`src/rtl/mips_mem_pkg.sv`:
```
// Shared definitions for the MIPS memory-access stage: opcodes, FSM states,
// byte-lane constants and opcode classification helpers.
package mips_mem_pkg;

  localparam logic [5:0] OP_LB  = 6'b100000;
  localparam logic [5:0] OP_LH  = 6'b100001;
  localparam logic [5:0] OP_LWL = 6'b100010;
  localparam logic [5:0] OP_LW  = 6'b100011;
  localparam logic [5:0] OP_LBU = 6'b100100;
  localparam logic [5:0] OP_LHU = 6'b100101;
  localparam logic [5:0] OP_LWR = 6'b100110;
  localparam logic [5:0] OP_SB  = 6'b101000;
  localparam logic [5:0] OP_SH  = 6'b101001;
  localparam logic [5:0] OP_SW  = 6'b101011;

  typedef enum logic [1:0] {IDLE, BUS, DONE} state_t;

  localparam logic [3:0] BE_NONE = 4'b0000;
  localparam logic [3:0] BE_B0   = 4'b0001;
  localparam logic [3:0] BE_LO   = 4'b0011;
  localparam logic [3:0] BE_HI   = 4'b1100;
  localparam logic [3:0] BE_ALL  = 4'b1111;

  function automatic logic is_load(input logic [5:0] op);
    return op inside {OP_LB, OP_LH, OP_LWL, OP_LW, OP_LBU, OP_LHU, OP_LWR};
  endfunction

  function automatic logic is_store(input logic [5:0] op);
    return op inside {OP_SB, OP_SH, OP_SW};
  endfunction

endpackage

```
`src/rtl/mem_lane_gen.sv`:
```
// Combinational lane generator: opcode + address offset + store data ->
// bus byteenable, endian-swapped writedata and misalignment flag.
module mem_lane_gen
  import mips_mem_pkg::*;
(
  input  logic [5:0]  opcode,
  input  logic [1:0]  offset,
  input  logic [31:0] store_data,
  output logic [3:0]  byteenable,
  output logic [31:0] writedata,
  output logic        misaligned
);

  always_comb begin
    byteenable = BE_NONE;
    misaligned = 1'b0;
    case (opcode)
      OP_LW, OP_SW: begin
        byteenable = BE_ALL;
        misaligned = (offset != 2'b00);
      end
      OP_LB, OP_LBU, OP_SB: byteenable = BE_B0 << offset;
      OP_LH, OP_LHU, OP_SH: begin
        byteenable = offset[1] ? BE_HI : BE_LO;
        misaligned = offset[0];
      end
      // LWL keeps lanes at and above the offset, LWR at and below it
      OP_LWL: byteenable = BE_ALL << offset;
      OP_LWR: byteenable = BE_ALL >> (2'd3 - offset);
      default: ;
    endcase
  end

  always_comb begin
    writedata = '0;
    case (opcode)
      OP_SW: writedata = {store_data[7:0], store_data[15:8], store_data[23:16], store_data[31:24]};
      OP_SH: writedata = {store_data[7:0], store_data[15:8], store_data[7:0], store_data[15:8]};
      OP_SB: writedata = {4{store_data[7:0]}};
      default: ;
    endcase
  end

endmodule

```
`src/rtl/mem_access.sv`:
```
// Memory-access stage: one Avalon-style transaction per load/store, result
// handed to the load formatter with a done pulse. MEM_TIMEOUT_EN adds a stall abort.
module mem_access
  import mips_mem_pkg::*;
#(
  parameter int unsigned TIMEOUT_CYCLES = 255
) (
  input  logic        clk,
  input  logic        reset,
  input  logic        start,
  input  logic [31:0] instruction,
  input  logic [31:0] eff_addr,
  input  logic [31:0] store_data,
  output logic        busy,
  output logic        done,
  output logic        err,
  output logic [31:0] address,
  output logic        read,
  output logic        write,
  output logic [3:0]  byteenable,
  output logic [31:0] writedata,
  input  logic        waitrequest,
  input  logic [31:0] readdata,
  output logic [31:0] mem_data,
  output logic [3:0]  mem_byteenable
);

  logic [5:0]  opcode;
  logic        op_load;
  logic        op_valid;
  logic [3:0]  lane_be;
  logic [31:0] lane_wd;
  logic        lane_mis;

  state_t state;
  logic   mis_q;
  logic   load_q;
  logic   err_pending;

  logic unused_bits;

  assign opcode      = instruction[31:26];
  assign op_load     = is_load(opcode);
  assign op_valid    = op_load | is_store(opcode);
  assign unused_bits = ^instruction[25:0];

  mem_lane_gen u_lane_gen (
    .opcode     (opcode),
    .offset     (eff_addr[1:0]),
    .store_data (store_data),
    .byteenable (lane_be),
    .writedata  (lane_wd),
    .misaligned (lane_mis)
  );

`ifdef MEM_TIMEOUT_EN
  localparam int unsigned CNT_W = (TIMEOUT_CYCLES > 1) ? $clog2(TIMEOUT_CYCLES + 1) : 1;
  localparam logic [CNT_W-1:0] CNT_LAST = CNT_W'(TIMEOUT_CYCLES - 1);
  logic [CNT_W-1:0] wait_cnt;
`else
  localparam int unsigned unused_timeout = TIMEOUT_CYCLES;
`endif

  // Misaligned requests still pass through BUS with no strobe so every
  // request sees the same start-to-done latency.
  always_ff @(posedge clk or posedge reset) begin
    if (reset) begin
      state          <= IDLE;
      busy           <= 1'b0;
      done           <= 1'b0;
      err            <= 1'b0;
      read           <= 1'b0;
      write          <= 1'b0;
      address        <= '0;
      byteenable     <= '0;
      writedata      <= '0;
      mem_data       <= '0;
      mem_byteenable <= '0;
      mis_q          <= 1'b0;
      load_q         <= 1'b0;
      err_pending    <= 1'b0;
`ifdef MEM_TIMEOUT_EN
      wait_cnt       <= '0;
`endif
    end else begin
      done <= 1'b0;
      err  <= 1'b0;
      case (state)
        IDLE: begin
          if (start && op_valid) begin
            state       <= BUS;
            busy        <= 1'b1;
            address     <= {eff_addr[31:2], 2'b00};
            byteenable  <= lane_be;
            writedata   <= lane_wd;
            read        <= ~lane_mis & op_load;
            write       <= ~lane_mis & ~op_load;
            mis_q       <= lane_mis;
            load_q      <= op_load;
            err_pending <= 1'b0;
`ifdef MEM_TIMEOUT_EN
            wait_cnt    <= '0;
`endif
          end
        end
        BUS: begin
          if (mis_q) begin
            state       <= DONE;
            err_pending <= 1'b1;
          end else if (!waitrequest) begin
            state          <= DONE;
            read           <= 1'b0;
            write          <= 1'b0;
            mem_byteenable <= byteenable;
            if (load_q) mem_data <= readdata;
          end
`ifdef MEM_TIMEOUT_EN
          else if (wait_cnt == CNT_LAST) begin
            state       <= DONE;
            read        <= 1'b0;
            write       <= 1'b0;
            err_pending <= 1'b1;
            mem_data    <= '0;
          end else begin
            wait_cnt <= wait_cnt + 1'b1;
          end
`endif
        end
        DONE: begin
          state <= IDLE;
          busy  <= 1'b0;
          done  <= 1'b1;
          err   <= err_pending;
        end
        default: state <= IDLE;
      endcase
    end
  end

endmodule

```
`config.mk`:
```
export PLATFORM = sky130hd
export DESIGN_NAME = mem_access
export DESIGN_NICKNAME = d
export VERILOG_FILES = /design/src/rtl/mips_mem_pkg.sv /design/src/rtl/mem_lane_gen.sv /design/src/rtl/mem_access.sv
export SDC_FILE = /design/constraint.sdc
export NUM_CORES = 1
export LEC_CHECK = 0
export BUFFER_PORTS_ARGS = -buffer_cell sky130_fd_sc_hd__buf_2
export CORE_ASPECT_RATIO = 0.6
export CORE_MARGIN = 4
export CORE_UTILIZATION = 35
export DETAILED_ROUTE_END_ITERATION = 10
export PLACE_DENSITY_LB_ADDON = 0.25
export SYNTH_ARGS = -nofsm -noshare
export SYNTH_HDL_FRONTEND = slang
export SYNTH_SLANG_ARGS = --single-unit
export TNS_END_PERCENT = 100
```
`constraint.sdc`:
```
create_clock -name clk -period 4.6 [get_ports clk]
set_input_delay 0.92 -clock clk [delete_from_list [all_inputs] [get_ports clk]]
set_output_delay 0.92 -clock clk [all_outputs]
set_load 0.01 [all_outputs]
```
==> results of run 1 <==
-- worst max path at each step --
stage	endpoint	slack [ns]	depth (start not counted)
6_report	writedata[5]	1.76	5
2_1_floorplan	address[10]	0.72	1
5_1_grt	writedata[18]	1.54	5
3_5_place_dp	writedata[5]	1.46	5
3_3_place_gp	writedata[0]	1.50	5
4_1_cts	writedata[5]	1.84	5
-- Yosys cell counts, types with 5 or more instances --
library cell / n / area (µm²)
a21oi_1: 22 / 110
a22o_1: 9 / 78.8
a22oi_1: 8 / 60.1
buf_2: 19 / 95.1
buf_4: 5 / 37.5
dfrtp_1: 112 / 2800
inv_1: 7 / 26.3
mux2_2: 6 / 67.6
mux2_4: 30 / 450
mux2i_1: 9 / 90.1
nand2_1: 122 / 458
nor2_1: 6 / 22.5
nor3_1: 12 / 60.1
o21ai_0: 23 / 115
o31ai_1: 8 / 60.1
-- metal layers --
layer  vias up  GRT usage [%]  part of all wire, %
li1       1899              -                    -
met1      1867           25.0                   49
met2       179           24.0                   42
met3         9           5.34                  8.5
met4         0           2.58                 0.60
met5         -              0                    0
-- cells by family (layout without fill, tap and decap cells) --
family / after synthesis / after routing / share of synthesized area, %
AND/OR/NAND/NOR: 160 / 160 / 14.2
XOR/XNOR: 1 / 1 / 0.179
flip-flops: 112 / 112 / 57.3
other: 1 / 2 / 0.0767
buffers and inverters: 39 / 240 / 4.50
AO/OA/AOI/OAI: 85 / 85 / 11.3
multiplexers: 45 / 45 / 12.4
-- stage by stage --
| step | util [%] | cells | hold WS (ns) |
|---|---|---|---|
| final | 46.6 | 837 | 0.476 |
| after floorplan | - | 444 | 0.442 |
| after CTS | 46.6 | 837 | 0.480 |
| after detailed placement | 44.3 | 821 | 0.461 |
| after global routing | 46.6 | 837 | 0.490 |
| after global placement | 44.3 | 821 | 0.454 |
-- cell type report --
class                           count  area [µm²]
Inverter                            7        28.8
Timing Repair Buffer              217        1100
Tap cell                          192         240
Sequential cell                   112        2800
Fill cell                        1295        7300
Clock buffer                        9         225
Clock inverter                      7        78.8
Multi-Input combinational cell    293        1890
-- flip-flops by register name (all words and copies together), names as in the netlist --
name / cells
done: 1
writedata: 32
mem_byteenable: 4
busy: 1
load_q: 1
err: 1
read: 1
mis_q: 1
err_pending: 1
address: 30
byteenable: 4
state: 2
mem_data: 32
write: 1
-- where the power goes --
group | internal [mW] | switching [mW] | total (mW)
logic | 0.420 | 0.395 | 0.815
clock network | 0.429 | 0.370 | 0.798
registers | 1.23 | 0.139 | 1.37
-- worst register-to-register path, delay by kind of cell (launching register included) --
kind | cells | cell delay, ns
AO/OA/AOI/OAI | 2 | 0.55
flip-flops | 1 | 0.45
AND/OR/NAND/NOR | 2 | 0.56
buffers and inverters | 1 | 0.44
==> run metrics, run 1 <==
status=finished clean; first-pass GRT wire length=between 20000 and 25000 µm; worst hold path class=reg -> reg; Syn Std Cell Area=a little under 5000 µm²; Max-slew headroom=28.2%; clock sinks=~110; RSZ-0062 raised after global routing=no; Die ar.=about 16000 µm²; Max Fanout on Critical Path=16; Worst setup SP type=primary input; min Tclk post-route=2.84 ns; Root Driver=clkbuf_16; cells after synthesis=443; Cell variety after synth=between 40 and 50; FF-to-FF Start=state[0]; GRT Overall Usage=16.7%; launch point of the worst path=instruction[28]; NumNets Final=772; H-tree Lvls=3; # rows=33; post_cts resized=0; DR vias=between 3000 and 4000; final WL=13500 µm; async set or reset register ratio after synthesis=between 90% and 100%; n_diodes=0; clock buffer depth=2; most common cell after layout, fill and taps aside=buf_2; ratio of cells with drive above 1 in the final layout=42.9%; sequential fraction of the synthesis area=57.3%; Detailed Place HPWL=approximately 10000 µm; endpoints failing setup=0; number of flops mapped to enable cells by yosys=0; CTS tree=built; DIE WIDTH=161 µm; total grt overflow=0; IO Pins=241; Worst-Margin Slew=1.07 ns; Syn-to-layout area delta=30.1%; HP Start=writedata[1]; number of DRC markers in iteration 0=302; Die Y-Extent=approximately 100 µm; initial antenna violation count=0; Fin Setup TNS=0 ns; CP max stage delay=about 1.0 ns; Routed Antenna Nets=0; critical path's top delay family=simple AND/OR/NAND/NOR gates; Syn. warnings=0; flops & latches, synth=112; Core ar.=13700 µm²; CTS clk-pin slew, worst paths=0.07 ns; R2R depth=5; post-CTS setup buffers=0; DR vias/cell=4.72; setup ws final=1.76 ns; Worst Hold Path EP=writedata[1]; Mean Syn Cell Area=11.0 µm²; Detailed Routing Iterations Pass 1=4; Final Hold Fails=0; vias in the first global route=3964; largest net degree at the start of global routing=50; Post-Place Cell Area=6060 µm²; reg2reg setup slack=2.47 ns; DRC=0; hold depth=2; Leak=3.42 nW; input/output buffers=212; Tcrit/Tclk final=about 60%; Final Power=about 3.0 mW; final setup skew=0.00583 ns; routed length per instance=16.1 µm; VDD IR-drop max=0.203 mV; Arrival @ worst endpoint=3.09 ns; Max Fclk=352 MHz; Buf+Inv Stages, Crit Path=1; critical path class=in -> reg; commonest non-fill, non-tap cells in the layout=buf_2 (212), nand2_1 (122), dfrtp_1 (112), mux2_4 (30), o21ai_0 (23); Critical Path, Cell by Cell=buf_2, nand4bb_1, nor2b_1, a21oi_1, o21ai_0; initial core utilization=35.8%; power density cells=468 nW/µm²; clk_lat worst skew=between 0.3 and 0.4 ns; slowest CP cell=nor2b_1; ys flop type=dfrtp_1; count of pins over their slew limit=0; CTS buffer count=9; final instance area=6360 µm²; Crit. End Element=flip-flop; cts hold-fix bufs=0; GPL Wtd Cong=slightly below 0.8; CP Data Required Time=4.85 ns; worst slack, placed=1.46 ns; Max-Cap Viols=0; worst r2r dst=writedata[5]
(Power assumes the default switching activity.)
==> inputs of run 2 (changes only) <==
==> constraint.sdc (replaced) <==
create_clock -name clk -period 2.35 [get_ports clk]
set_input_delay 0.47 -clock clk [delete_from_list [all_inputs] [get_ports clk]]
set_output_delay 0.47 -clock clk [all_outputs]
set_load 0.01 [all_outputs]
==> run 2 against run 1 <==
Combinational power grew 99%. Clock-buffer cell count rose by 1. Worst setup slack lost 1.2 ns. Worst hold slack worse by 0.33 ns. Sequential share of layout area fell by 0.74 points. Clock skew grew 0.0026 ns. Non-clock buffer count is 8 higher. Via count up 0.86%. Global-route usage is 0.39 points higher. Design area grew 1.7%. Largest cell class unchanged. Largest power group unchanged.
==> run metrics, run 2 (synthesis gave the netlist of run 1 again) <==
status=finished clean; first-pass GRT wire length=21900 µm (+2.1%); Die Y-Extent=99.6 µm (unchanged); H-tree Lvls=3 (unchanged); final WL=13700 µm (+1.3%); Arrival @ worst endpoint=1.97 ns (-1.12 ns); GPL Wtd Cong=0.832 (+6.5%); Tcrit/Tclk final=74.2%; CTS tree=built; Syn-to-layout area delta=32.3%; Max Fclk=around 570 MHz; Max Fanout on Critical Path=32 (+16); min Tclk post-route=1.74 ns; number of DRC markers in iteration 0=280 (-7.3%); ratio of cells with drive above 1 in the final layout=43.6% (+0.70 points); RSZ-0062 raised after global routing=no; CTS clk-pin slew, worst paths=0.07 ns (about the same); most common cell after layout, fill and taps aside=buf_2; DIE WIDTH=161 µm (unchanged); worst hold path class=in -> async; vias in the first global route=4000 (+0.91%); CP Data Required Time=2.58 ns (-2.27 ns); Comb pwr share=28.0% (+0.6 points); cts hold-fix bufs=0 (unchanged); VDD IR-drop max=0.446 mV (+120%); NumNets Final=780 (+1.0%); clock buffer depth=2 (unchanged); Final Power=5.77 mW (+94%); Worst setup SP type=flip-flop; Routed Antenna Nets=0 (unchanged); Fill cells=1291 (-0.31%); clk_lat worst skew=0.34 ns (about the same); Sequential Area=2800 µm² (unchanged); routed length per instance=16.2 µm (+0.31%); power density cells=891 nW/µm² (+90%); largest net degree at the start of global routing=54 (+8.0%); IO Pins=241 (unchanged); Crit. End Element=flip-flop; Leak=3.47 nW (+1.7%); Max-slew headroom=59.9% (+32 points); Root Driver=clkbuf_16; Sw Share=30.6% (+0.28 points); post_cts resized=0 (unchanged); Pint=4.00 mW (+93%); Detailed Place HPWL=10300 µm (-0.11%); DRC=0 (unchanged); Layout Cells excl Fill=845 (+0.96%); Fin Setup TNS=0 ns (unchanged); endpoints failing setup=0 (unchanged); total grt overflow=0 (unchanged); Detailed Routing Iterations Pass 1=4 (unchanged); DR vias/cell=4.72 (about the same); count of pins over their slew limit=0 (unchanged); final setup skew=0.00846 ns (+0.00264 ns); Worst-Margin Slew=0.602 ns (-0.473 ns); Max-Cap Viols=0 (unchanged); biggest regs=mem_data (32), writedata (32), address (30); clock sinks=112 (unchanged); clock network power share=25.6% (-1.2 points); commonest non-fill, non-tap cells in the layout=buf_2 (212), nand2_1 (122), dfrtp_1 (112), mux2_4 (30), o21ai_0 (23); initial core utilization=35.8% (unchanged); GRT Overall Usage=17.1% (+0.39 points); initial antenna violation count=1 (+1); DR vias=3988 (+0.86%); CTS buffer count=9 (unchanged); input/output buffers=212 (unchanged); Switch Pwr=1.77 mW (+95%); Reg power frac=46.3% (+0.4 points); Core ar.=13700 µm² (unchanged); # rows=33 (unchanged); post-CTS setup buffers=0 (unchanged); Die ar.=16000 µm² (unchanged); Final Hold Fails=0 (unchanged); area occupied by multi-input gates=1890 µm² (unchanged); n_diodes=0 (unchanged); Placed Cells=829 (+0.97%); critical path class=reg -> reg
## run 2: cell count changes in the layout (fill, tap and decap cells not counted), sizes merged
cell / delta
inv: -1
bufinv: -1
buf: +8
clkbuf: +1
clkinv: +1
## run 2: layout make-up
class | instances | area share, %
tap | 192 | 3.71
clock buffer | 10 | 3.69
clock inverter | 6 | 0.773
timing repair buffer | 225 | 18.9
multi-input combinational | 293 | 29.2
inverter | 7 | 0.464
sequential | 112 | 43.3
## run 2: worst paths after layout
kind	startpoint	end	slack [ns]	depth (start not counted)
max reg2reg	state[1]	mem_data[7]	0.61	4
min in group clk	eff_addr[17]	address[17]	0.32	3
max in group asynchronous	reset	mem_data[15]	1.47	3
max	state[1]	mem_data[7]	0.61	4
min	reset	writedata[5]	0.15	2
min reg2reg	address[11]	address[11]	0.47	2
## run 2: per-stage QoR
| step | worst slack, ns | area [µm²] | hold WS (ns) | utilization (%) |
|---|---|---|---|---|
| final | 0.605 | 6470 | 0.150 | 47.3 |
| after detailed placement | 0.475 | 6180 | 0.459 | 45.2 |
| after CTS | 0.561 | 6470 | 0.158 | 47.3 |
| after floorplan | 0.523 | 4900 | 0.442 | - |
| after global routing | 0.467 | 6470 | 0.177 | 47.3 |
| after global placement | 0.487 | 6180 | 0.455 | 45.2 |
## run 2: worst max-delay path, stage by stage, from the launching register on
cell and delay, ns:
dfrtp_1 0.40, nand2b_2 0.22, nor3_4 0.20, nand2_4 0.36, mux2_4 0.43
## run 2: power by group through the flow
stage          Combinational, mW  Clock (mW)  Sequential [mW]
6_report                    1.62        1.48             2.67
5_1_grt                     1.76        1.62             2.74
3_5_place_dp                1.64           0             2.70
4_1_cts                     1.64        1.54             2.67
2_1_floorplan              0.668           0             2.91
3_3_place_gp                1.62           0             2.68
## run 2: routing by layer
layer | track usage [%] | up-vias | routed length [µm]
met3 | 5.09 | 13 | 1020
li1 | - | 1918 | -
met2 | 25.3 | 156 | 5820
met4 | 4.03 | 2 | 103
met5 | 0 | - | 7
met1 | 24.7 | 1899 | 6730
